## src/rtl/pe_mac.sv

```systemverilog
// pe_mac: output-stationary MAC processing element for a 2-D systolic array.
// Ports:
//   clk, reset_n                 clock, asynchronous active-low reset
//   in_a/in_a_vld, in_b/in_b_vld operands from left/upper neighbours
//   clear, load                  accumulator clear, drain load strobe
//   psum_in/psum_in_vld          drain chain input from upper neighbour
//   out_a/out_a_vld              registered in_a to right neighbour
//   out_b/out_b_vld              registered in_b to lower neighbour
//   psum_out/psum_vld            drain chain output to lower neighbour
//   acc_out, ovf                 accumulator and sticky overflow flag
module pe_mac #(
    parameter int DATA_W   = 8,
    parameter int ACC_W    = 20,
    parameter int SIGNED   = 0,
    parameter int SATURATE = 1
) (
    input  logic              clk,
    input  logic              reset_n,
    input  logic [DATA_W-1:0] in_a,
    input  logic              in_a_vld,
    input  logic [DATA_W-1:0] in_b,
    input  logic              in_b_vld,
    input  logic              clear,
    input  logic              load,
    input  logic [ACC_W-1:0]  psum_in,
    input  logic              psum_in_vld,
    output logic [DATA_W-1:0] out_a,
    output logic              out_a_vld,
    output logic [DATA_W-1:0] out_b,
    output logic              out_b_vld,
    output logic [ACC_W-1:0]  psum_out,
    output logic              psum_vld,
    output logic [ACC_W-1:0]  acc_out,
    output logic              ovf
);
    localparam int PW = 2 * DATA_W;
    localparam logic SGN = SIGNED != 0;
    localparam logic SAT = SATURATE != 0;

    logic             fire, of;
    logic [PW-1:0]    a_ext, b_ext, prod;
    logic [ACC_W:0]   base, term, sum;
    logic [ACC_W-1:0] lim, res;

    // Operands are extended to 2*DATA_W so the low half of the product is
    // correct for both signed and unsigned interpretation.
    // A load starts a fresh result, so the old accumulator is not summed.
    always_comb begin
        fire  = in_a_vld & in_b_vld;
        a_ext = {{DATA_W{SGN & in_a[DATA_W-1]}}, in_a};
        b_ext = {{DATA_W{SGN & in_b[DATA_W-1]}}, in_b};
        prod  = a_ext * b_ext;
        term  = fire ? {{(ACC_W + 1 - PW){SGN & prod[PW-1]}}, prod} : '0;
        base  = load ? '0 : {SGN & acc_out[ACC_W-1], acc_out};
        sum   = base + term;
        of    = SGN ? sum[ACC_W] ^ sum[ACC_W-1] : sum[ACC_W];
        lim   = SGN ? {sum[ACC_W], {(ACC_W - 1){~sum[ACC_W]}}} : '1;
        res   = (of && SAT) ? lim : sum[ACC_W-1:0];
    end

    always_ff @(posedge clk or negedge reset_n) begin
        if (!reset_n) begin
            out_a     <= '0;
            out_a_vld <= 1'b0;
            out_b     <= '0;
            out_b_vld <= 1'b0;
            psum_out  <= '0;
            psum_vld  <= 1'b0;
            acc_out   <= '0;
            ovf       <= 1'b0;
        end else begin
            out_a     <= in_a;
            out_a_vld <= in_a_vld;
            out_b     <= in_b;
            out_b_vld <= in_b_vld;
            psum_out  <= load ? acc_out : psum_in;
            psum_vld  <= load | psum_in_vld;
            if (clear) begin
                acc_out <= '0;
                ovf     <= 1'b0;
            end else if (load) begin
                acc_out <= res;
                ovf     <= of;
            end else if (fire) begin
                acc_out <= res;
                ovf     <= ovf | of;
            end
        end
    end
endmodule

```

## config.mk

```make
export PLATFORM = sky130hd
export DESIGN_NAME = pe_mac
export DESIGN_NICKNAME = d
export VERILOG_FILES = /design/src/rtl/pe_mac.sv
export SDC_FILE = /design/constraint.sdc
export NUM_CORES = 1
export LEC_CHECK = 0
export ABC_AREA = 1
export CAP_MARGIN = 20
export CORE_MARGIN = 2
export CORE_UTILIZATION = 50
export CTS_CLUSTER_SIZE = 8
export DETAILED_ROUTE_END_ITERATION = 10
export GPL_ROUTABILITY_DRIVEN = 0
export GPL_TIMING_DRIVEN = 1
export MAX_ROUTING_LAYER = met4
export PLACE_DENSITY = 0.83
export SYNTH_ARGS = -nofsm -noshare
export SYNTH_HDL_FRONTEND = slang
export SYNTH_SLANG_ARGS = --single-unit
```

## constraint.sdc

```tcl
create_clock -name clk -period 2.6 [get_ports clk]
set_input_delay 0.52 -clock clk [delete_from_list [all_inputs] [get_ports clk]]
set_output_delay 0.52 -clock clk [all_outputs]
set_load 0.01 [all_outputs]
```

# == Word level (Yosys, flattened, before mapping) ==
# Cells that the tools add are included.
# classes
muxes,10
add_sub_neg,1
reduce_logical,1
n_mul,1
n_bitwise,3
# op_table
operator,n
20-bit 2-to-1 mux,6
20-bit by 16-bit adder with 21-bit output,1
8-bit by 8-bit multiplier with 16-bit output,1
16-bit 2-to-1 mux,1
1-bit 2-to-1 mux,3
3-bit nonzero test,1
1-bit OR,2
1-bit bitwise AND,1
# totals
wordCells,24
reg_bits,60
inputBits,43

# == Depth between registers and ports, before layout ==
# Gate-level depths: netlist (run 1).
# logic_depth
ltp_word,7
ltp_mapped,32

# == Worst setup path after synthesis (run 1) ==
# OpenSTA, ideal clock, no wires.
# synth_timing
path_kind,input -> register
start,input in_a[0]
end,register acc_out[17]
path_stages,29
setup_time_ns,0.116
t_required_ns,2.484
slack_ns,-2.666
arrival_ns,5.150
n_path_buf,2
cell_sequence,clkbuf_1 -> nand2_1 -> fa_1 -> fa_1 -> inv_1 -> fa_1 -> inv_1 -> fa_1 -> inv_1 -> ha_1 -> a21oi_1 -> o21ai_0 -> inv_1 -> nand2_1 -> nand2_1 -> nand2_1 -> o21ai_0 -> a21oi_1 -> ha_1 -> nand2_2 -> nor2_1 -> and2_1 -> nand2_1 -> nand2_2 -> nand2_2 -> buf_6 -> nand3_2 -> nand2_1 -> nand2_1
# synth_between
elab_chain_len,7
# synth_lines
element,line,source
"start, declared",19,"input logic [DATA_W-1:0] in_a,"
8-bit by 8-bit multiplier with 16-bit output (*),52,prod = a_ext * b_ext;
16-bit 2-to-1 mux (*),53,"term = fire ? {{(ACC_W + 1 - PW){SGN & prod[PW-1]}}, prod} : '0;"
20-bit by 16-bit adder with 21-bit output (*),55,sum = base + term;
20-bit 2-to-1 mux (*),58,res = (of && SAT) ? lim : sum[ACC_W-1:0];
20-bit 2-to-1 mux,84,end else if (fire) begin
20-bit 2-to-1 mux (*),81,end else if (load) begin
20-bit 2-to-1 mux (*),78,if (clear) begin
"end signal, assigned",82,acc_out <= res;
"end signal, assigned",85,acc_out <= res;
"end, declared",33,"output logic [ACC_W-1:0] acc_out,"
# Every way passes the cells marked *; elsewhere a longest branch is shown, timed or not. The select of a mux whose other input is x is not followed.
# A chain may end at the register's enable or synchronous reset.

# == Final worst setup path (run 1) ==
# layout_timing
start,input in_a[6]
end,register acc_out[18]
# Same word-level chain as after synthesis.

==> parameters.txt, run 1 <==
Parameter                              Value

Drt
  Number of violations reported at the end of detailed-routing iteration 0    574
  Via density per instance    5.47
  Final Routed Wirelength    19.8 mm
  Post-detailed-route DRC marker count    0
  Pre-Repair DR Iteration Count    5
  Number of routed nets with antenna violations    0
  Via Count    6,268
  Average wire per cell in the routed design    17.3 um

Yosys
  Synthesized instance count    809
  Dominant cell type by area after synthesis    sky130_fd_sc_hd__dfrtp_1
  Synth Net Count    941
  Cell variety after synth    31
  Average instance area after synthesis    7.09 um^2
  Cell area after synthesis    5740 um^2
  Fraction of post-synthesis cell area in the top cell type by area    26.2%
  Fraction of the yosys area taken by sequential cells    26.2%
  Largest cells by area after synthesis    sky130_fd_sc_hd__dfrtp_1 (26%), sky130_fd_sc_hd__nand2_1 (16%), sky130_fd_sc_hd__fa_1 (13%)
  Count of state elements after synthesis    60
  Number of warnings reported in the yosys synthesis log    0

Power and ir drop
  Maximum VDD drop    446 uV
  Power per standard cell area    645 nW/um^2
  Design Power    5.51 mW
  Standby leakage power    4.79 nW

Global route
  Number of global-route vias before repair    5,954
  Global-route met1 utilization    34.2%
  Met2 demand-to-capacity share in global routing    46.1%
  Initial antenna violation count    0
  Met3 layer usage reported by global route    3.44%
  Most crowded layer after global routing    met2
  Total track usage    27.7%
  Pin count of the biggest net entering global routing    61
  Total congestion overflow after global routing    0
  Global-route wire length before repair    27.1 mm

Setup path
  Startpoint kind of the worst setup timing path    input pin
  Cell repeated most along the worst path    sky130_fd_sc_hd__nand2_1
  Reg-to-Reg End    acc_out[14]$_DFFE_PN0P_
  Highest-delay cell along the critical path    sky130_fd_sc_hd__fa_1
  Launch instance of the worst register-to-register path    acc_out[0]$_DFFE_PN0P_
  Maximum single-stage delay on the critical path    0.56 ns
  Data arrival at the endpoint of the critical path    5.58 ns
  Minimum setup slack among reg-to-reg paths    0.25 ns
  Source of the critical timing path    in_a[6]
  Worst-path fanout max    4
  Worst endpoint required time    2.84 ns
  Critical path capture point type    flop
  Setup Crit Path Kind    input pin to flop
  Cell count of the worst reg-to-reg path    16

Layout
  Diodes inserted    0
  Fraction of layout cells with a size suffix above 1    28.8%
  Signed area change from the synthesized netlist to the final layout    48.8%
  Layout Nets    1,130
  Filler Cells Inserted    724

CTS
  Number of sinks on the clock net    60
  Inserted Clock Buffers    9
  Root buffer cell    sky130_fd_sc_hd__clkbuf_16
  Post-CTS clock slew at the launch and capture registers of the worst setup and hold paths    0.06 ns
  Clock H-tree levels    3
  Buffer levels on the longest clock path    2
  Number of buffers added to fix hold violations after cts    0
  Latest clock arrival within the worst-skew pair    0.35 ns
  TritonCTS clock tree    yes

Floorplanning
  Die X-Extent    111 um
  I/O pin count    103
  Die height    111 um
  Initial core utilization    50.7%
  Site Rows    39
  Area inside the core boundary    11,300 um^2
  Area of the die    12,400 um^2

Placed design
  Number of I/O port buffers    102
  DPL Wire Length    11.2 mm

STA
  Highest achievable clock rate    187 MHz
  Maximum clock skew at final layout    0.00532 ns
  Final Slew Violations    0
  Worst Hold Margin    0.295 ns
  Final hold violation count    0
  Least-Margin Pin Slew    0.771 ns
  Fin crit period    5.34 ns
  Setup repair after global routing missed its margin    yes
  Period utilization    205%
  Worst relative slew slack    48.6%
  Final setup fails    21
  Worst Setup Slack, final    -2.74 ns

Min path
  Hold Crit Class    input pin to asynchronous set/reset pin

Status
  Result of the run    finished, violations left
  Violated checks    negative setup slack

Flow run
  MaxCap Viol Count    0
report_power, final:
| part | internal [mW] | switching, mW | total, mW |
|---|---|---|---|
| clock | 0.741 | 0.479 | 1.22 |
| sequential | 1.01 | 0.0350 | 1.05 |
| combinational | 1.48 | 1.76 | 3.24 |
| total | 3.23 | 2.28 | 5.51 |
cells in the final DEF, fill, tap and decap left out, types with 7 or more instances in the layout:
cell type                         synthesis  final
sky130_fd_sc_hd__inv_2                    1     19
sky130_fd_sc_hd__xnor2_1                  7      7
sky130_fd_sc_hd__fa_1                    37     34
sky130_fd_sc_hd__ha_1                    52     43
sky130_fd_sc_hd__nor2_2                   2      9
sky130_fd_sc_hd__a21oi_1                 31     12
sky130_fd_sc_hd__nand3_2                 13     15
sky130_fd_sc_hd__nand2_4                  0     24
sky130_fd_sc_hd__nand3_1                 26     23
sky130_fd_sc_hd__buf_4                    0     96
sky130_fd_sc_hd__inv_1                  176    157
sky130_fd_sc_hd__clkdlybuf4s50_1          0     85
sky130_fd_sc_hd__nand2_1                252    194
sky130_fd_sc_hd__nand2_2                  8     42
sky130_fd_sc_hd__buf_6                    3     14
sky130_fd_sc_hd__a21oi_4                  0      7
sky130_fd_sc_hd__nor2_1                  56     45
sky130_fd_sc_hd__o21ai_1                  7     13
sky130_fd_sc_hd__dfrtp_1                 60     60
sky130_fd_sc_hd__ha_4                     0      8
sky130_fd_sc_hd__o21ai_0                 32     23
sky130_fd_sc_hd__a21oi_2                  1     13
sky130_fd_sc_hd__clkbuf_16                0      9
through the flow:
stage / instance area, um^2 / TNS (ns) / instances / util [%] / worst slack, ns
floorplan: 6020 / -47.30 / 809 / - / -2.27
global placement: 7590 / -64.53 / 1114 / 67.0 / -3.08
detailed placement: 7590 / -66.99 / 1114 / 67.0 / -3.21
CTS: 8090 / -51.61 / 1144 / 71.5 / -2.48
global route: 8540 / -56.98 / 1146 / 75.4 / -2.80
finish: 8540 / -54.17 / 1146 / 75.4 / -2.74
cell families after synthesis:
group,count (synthesis),synth area share (%)
adder cells (fa/ha/maj),89,24.2
XOR/XNOR,9,1.37
buffers and inverters,204,13.9
AND/OR/NAND/NOR,369,27.1
flip-flops,60,26.2
AO/OA/AOI/OAI,78,7.19
per-layer routing:
metal / vias up / share of wire, %
met3: 136 / 8.0
met2: 405 / 48
met1: 2923 / 37
li1: 2804 / -
met5: - / 0
met4: 0 / 6.9
flip-flops by register name, summed over array words and instances (netlist names):
signal     cells
out_b          8
psum_out      20
acc_out       20
out_b_vld      1
out_a_vld      1
ovf            1
psum_vld       1
out_a          8
cells in the mapped netlist (all sizes together):
cell type and number:
xnor2 7, nand4 4, a21oi 32, clkbuf 22, nand3 39, buf 5, nand2 260, nand3b 2
o21bai 3, fa 37, o21ai 40, nor2 58, xor2 2, nor3 1, inv 177, dfrtp 60
or2 3, a21o 3, ha 52, and2 2
worst max-delay path by stage:
stage	to	cells past startpoint	slack, ns
floorplan	acc_out[17]$_DFFE_PN0P_	26	-2.27
global placement	acc_out[9]$_DFFE_PN0P_	28	-3.08
detailed placement	acc_out[4]$_DFFE_PN0P_	28	-3.21
CTS	acc_out[2]$_DFFE_PN0P_	30	-2.48
global route	acc_out[18]$_DFFE_PN0P_	28	-2.80
finish	acc_out[18]$_DFFE_PN0P_	28	-2.74
layout make-up:
class	instances	area (um^2)	area share (%)
clock inverter	6	65.1	0.762
sequential	60	1500	17.6
timing repair buffer	205	1860	21.8
clock buffer	10	229	2.68
multi-input combinational	545	4040	47.3
tap	143	179	2.09
inverter	177	667	7.81
worst max-delay path: cells and delay by family:
family / cells / cell delay [ns]
buffers and inverters: 6 / 0.53
AOI/OAI and AO/OA: 6 / 0.96
and+or+nand+nor: 10 / 0.84
adders and majority gates: 6 / 2.72
repair_timing:
action,4_1_cts,5_1_grt
setup buffers,13,9
pin swaps,31,97
cloned,1,0
endpoints found under the setup margin,21,21
gates resized for setup,94,157
Note: power is estimated with default switching activity, not from simulation.
==> run 2, diff against run 1 <==
==> constraint.sdc (replaced) <==
create_clock -name clk -period 6.2 [get_ports clk]
set_input_delay 1.24 -clock clk [delete_from_list [all_inputs] [get_ports clk]]
set_output_delay 1.24 -clock clk [all_outputs]
set_load 0.01 [all_outputs]
==> run 2 against run 1 <==
  * The run now ends clean
  * Routed wire length shrank 27%
  * Worst setup slack gained 3.0 ns
  * Critical endpoint unchanged
  * Hold slack gained 0.22 ns
  * Largest cell class unchanged
==> parameters.txt, run 2 (same netlist as run 1, synthesis figures left out) <==
Parameter                              Value

Status
  Result of the run    finished clean

Placed design
  Cell Area, Placed    7310 um^2 (-3.6%)
  DPL Wire Length    10.5 mm (-5.7%)
  Number of I/O port buffers    102 (unchanged)
  Worst slack at placement    -0.596 ns (+2.62 ns)

Layout
  Layout Nets    1,098 (-2.8%)
  Diodes inserted    0 (unchanged)
  Filler Cells Inserted    868 (+20%)
  Total non-filler cell area in the finished layout    7780 um^2 (-8.8%)
  Biggest registers after layout    acc_out: 20 flops, psum_out: 20 flops
  Commonest non-fill, non-tap cell in the layout    sky130_fd_sc_hd__nand2_1
  Fraction of layout cells with a size suffix above 1    15.9% (-13 points)
  Commonest non-fill, non-tap cells in the layout    sky130_fd_sc_hd__nand2_1 (246), sky130_fd_sc_hd__inv_1 (176), sky130_fd_sc_hd__clkdlybuf4s50_1 (88)
  Signed area change from the synthesized netlist to the final layout    35.6%

Setup path
  Minimum setup slack among reg-to-reg paths    3.81 ns (+3.56 ns)
  Highest-delay cell along the critical path    sky130_fd_sc_hd__fa_1
  Data arrival at the endpoint of the critical path    6.20 ns (+0.62 ns)
  Worst-path fanout max    6 (+2)
  Critical path capture point type    flop
  Cell count of the worst reg-to-reg path    17 (+1)
  Setup Crit Path Kind    input pin to flop
  Worst endpoint required time    6.44 ns (+3.60 ns)
  Startpoint kind of the worst setup timing path    input pin
  Cell repeated most along the worst path    sky130_fd_sc_hd__nand2_1
  Maximum single-stage delay on the critical path    0.53 ns (-0.03 ns)

CTS
  Root buffer cell    sky130_fd_sc_hd__clkbuf_16
  Buffer levels on the longest clock path    2 (unchanged)
  Number of sinks on the clock net    60 (unchanged)
  Inserted Clock Buffers    9 (unchanged)
  Latest clock arrival within the worst-skew pair    0.34 ns (about the same)
  Post-CTS clock slew at the launch and capture registers of the worst setup and hold paths    0.05 ns (about the same)
  Clock H-tree levels    3 (unchanged)
  TritonCTS clock tree    yes

STA
  Worst Hold Margin    0.512 ns (+0.216 ns)
  Fin crit period    5.96 ns
  Period utilization    96.2%
  Final Slew Violations    0 (unchanged)
  Highest achievable clock rate    168 MHz
  Worst Setup Slack, final    0.237 ns (+2.97 ns)
  Worst relative slew slack    36.5% (-12 points)
  Least-Margin Pin Slew    0.949 ns (+0.178 ns)
  Final setup fails    0 (-100%)
  Maximum clock skew at final layout    0.00494 ns (-0.000382 ns)
  Final hold violation count    0 (unchanged)

Drt
  Average wire per cell in the routed design    13.0 um (-25%)
  Via Count    5,510 (-12%)
  Pre-Repair DR Iteration Count    6 (+1)
  Number of violations reported at the end of detailed-routing iteration 0    408 (-29%)
  Post-detailed-route DRC marker count    0 (unchanged)
  Number of routed nets with antenna violations    0 (unchanged)
  Via density per instance    4.95 (-9.5%)
  Final Routed Wirelength    14.4 mm (-27%)

Floorplanning
  Area of the die    12,400 um^2 (unchanged)
  Die height    111 um (unchanged)
  Area inside the core boundary    11,300 um^2 (unchanged)
  Initial core utilization    50.7% (unchanged)
  Site Rows    39 (unchanged)
  I/O pin count    103 (unchanged)
  Die X-Extent    111 um (unchanged)

Global route
  Number of global-route vias before repair    5,340 (-10%)
  Pin count of the biggest net entering global routing    61 (unchanged)
  Initial antenna violation count    0 (unchanged)
  Global-route wire length before repair    23.6 mm (-13%)
  Total congestion overflow after global routing    0 (unchanged)
  Total track usage    23.9% (-3.8 points)

Power and ir drop
  Maximum VDD drop    136 uV (-69%)
  Power per standard cell area    246 nW/um^2 (-62%)
  Standby leakage power    4.46 nW (-7.0%)

Min path
  Hold Crit Class    flop to flop
  Hold-critical path depth    2

Flow run
  MaxCap Viol Count    0 (unchanged)
run 2: final cells by class:
class	count	area [um^2]	area share, %
sequential	60	1500	19.3
clock inverter	4	26.3	0.338
inverter	177	664	8.53
multi-input combinational	545	3630	46.6
tap	143	179	2.30
timing repair buffer	173	1540	19.8
clock buffer	11	243	3.12
run 2: worst max-delay path, delay by kind of cell:
kind                       cells  cell delay, ns
AOI/OAI and AO/OA              6            0.80
and+or+nand+nor               10            0.74
adders and majority gates      6            2.47
buffers and inverters          6            0.93
run 2: report_power, final:
part	internal, mW	switching, mW
combinational	0.487	0.530
clock	0.278	0.185
sequential	0.424	0.0143
total	1.19	0.729
run 2: final timing paths:
| path | startpoint | endpoint |
|---|---|---|
| worst max-delay path | in_a[7] | acc_out[18]$_DFFE_PN0P_ |
| worst max register to register | acc_out[0]$_DFFE_PN0P_ | acc_out[1]$_DFFE_PN0P_ |
| max in group asynchronous | reset_n | acc_out[10]$_DFFE_PN0P_ |
| min in group asynchronous | reset_n | psum_vld$_DFF_PN0_ |
| worst min-delay path | acc_out[9]$_DFFE_PN0P_ | acc_out[9]$_DFFE_PN0P_ |
| worst min register to register | acc_out[9]$_DFFE_PN0P_ | acc_out[9]$_DFFE_PN0P_ |
run 2: repair_timing:
item / in CTS / in global routing
setup endpoints to repair: 21 / 21
hold buffers: 0 / 0
pin swaps: 3 / 22
resized for setup: 14 / 61
cloned: 0 / 1
buffers inserted: 1 / 2
run 2: routing by layer:
| layer | track usage, % | routed length (um) | vias to the layer above |
|---|---|---|---|
| li1 | - | - | 2735 |
| met1 | 29.8 | 6230 | 2531 |
| met2 | 39.7 | 6930 | 207 |
| met3 | 3.50 | 850 | 37 |
| met4 | 8.81 | 412 | 0 |
| met5 | - | 0 | - |
run 2: per-stage QoR:
stage                     total power, mW  util (%)  setup TNS [ns]  cells
after detailed placement             1.35      64.6          -12.01   1094
after global routing                 2.06      68.8          -0.282   1113
after floorplan                     0.990         -               0    809
after global placement               1.33      64.6          -11.22   1094
after CTS                            1.83      67.1               0   1110
final                                1.92      68.8               0   1113
==> run 3, diff against run 2 <==
--- a/config.mk
+++ b/config.mk
@@ -13,8 +13,10 @@
 export DETAILED_ROUTE_END_ITERATION = 10
 export GPL_ROUTABILITY_DRIVEN = 0
 export GPL_TIMING_DRIVEN = 1
+export HOLD_SLACK_MARGIN = 0.1
 export MAX_ROUTING_LAYER = met4
 export PLACE_DENSITY = 0.83
 export SYNTH_ARGS = -nofsm -noshare
 export SYNTH_HDL_FRONTEND = slang
 export SYNTH_SLANG_ARGS = --single-unit
+export TNS_END_PERCENT = 20
==> results of run 3 <==
No change in the layout: final DEF, timing and power equal those of run 2.
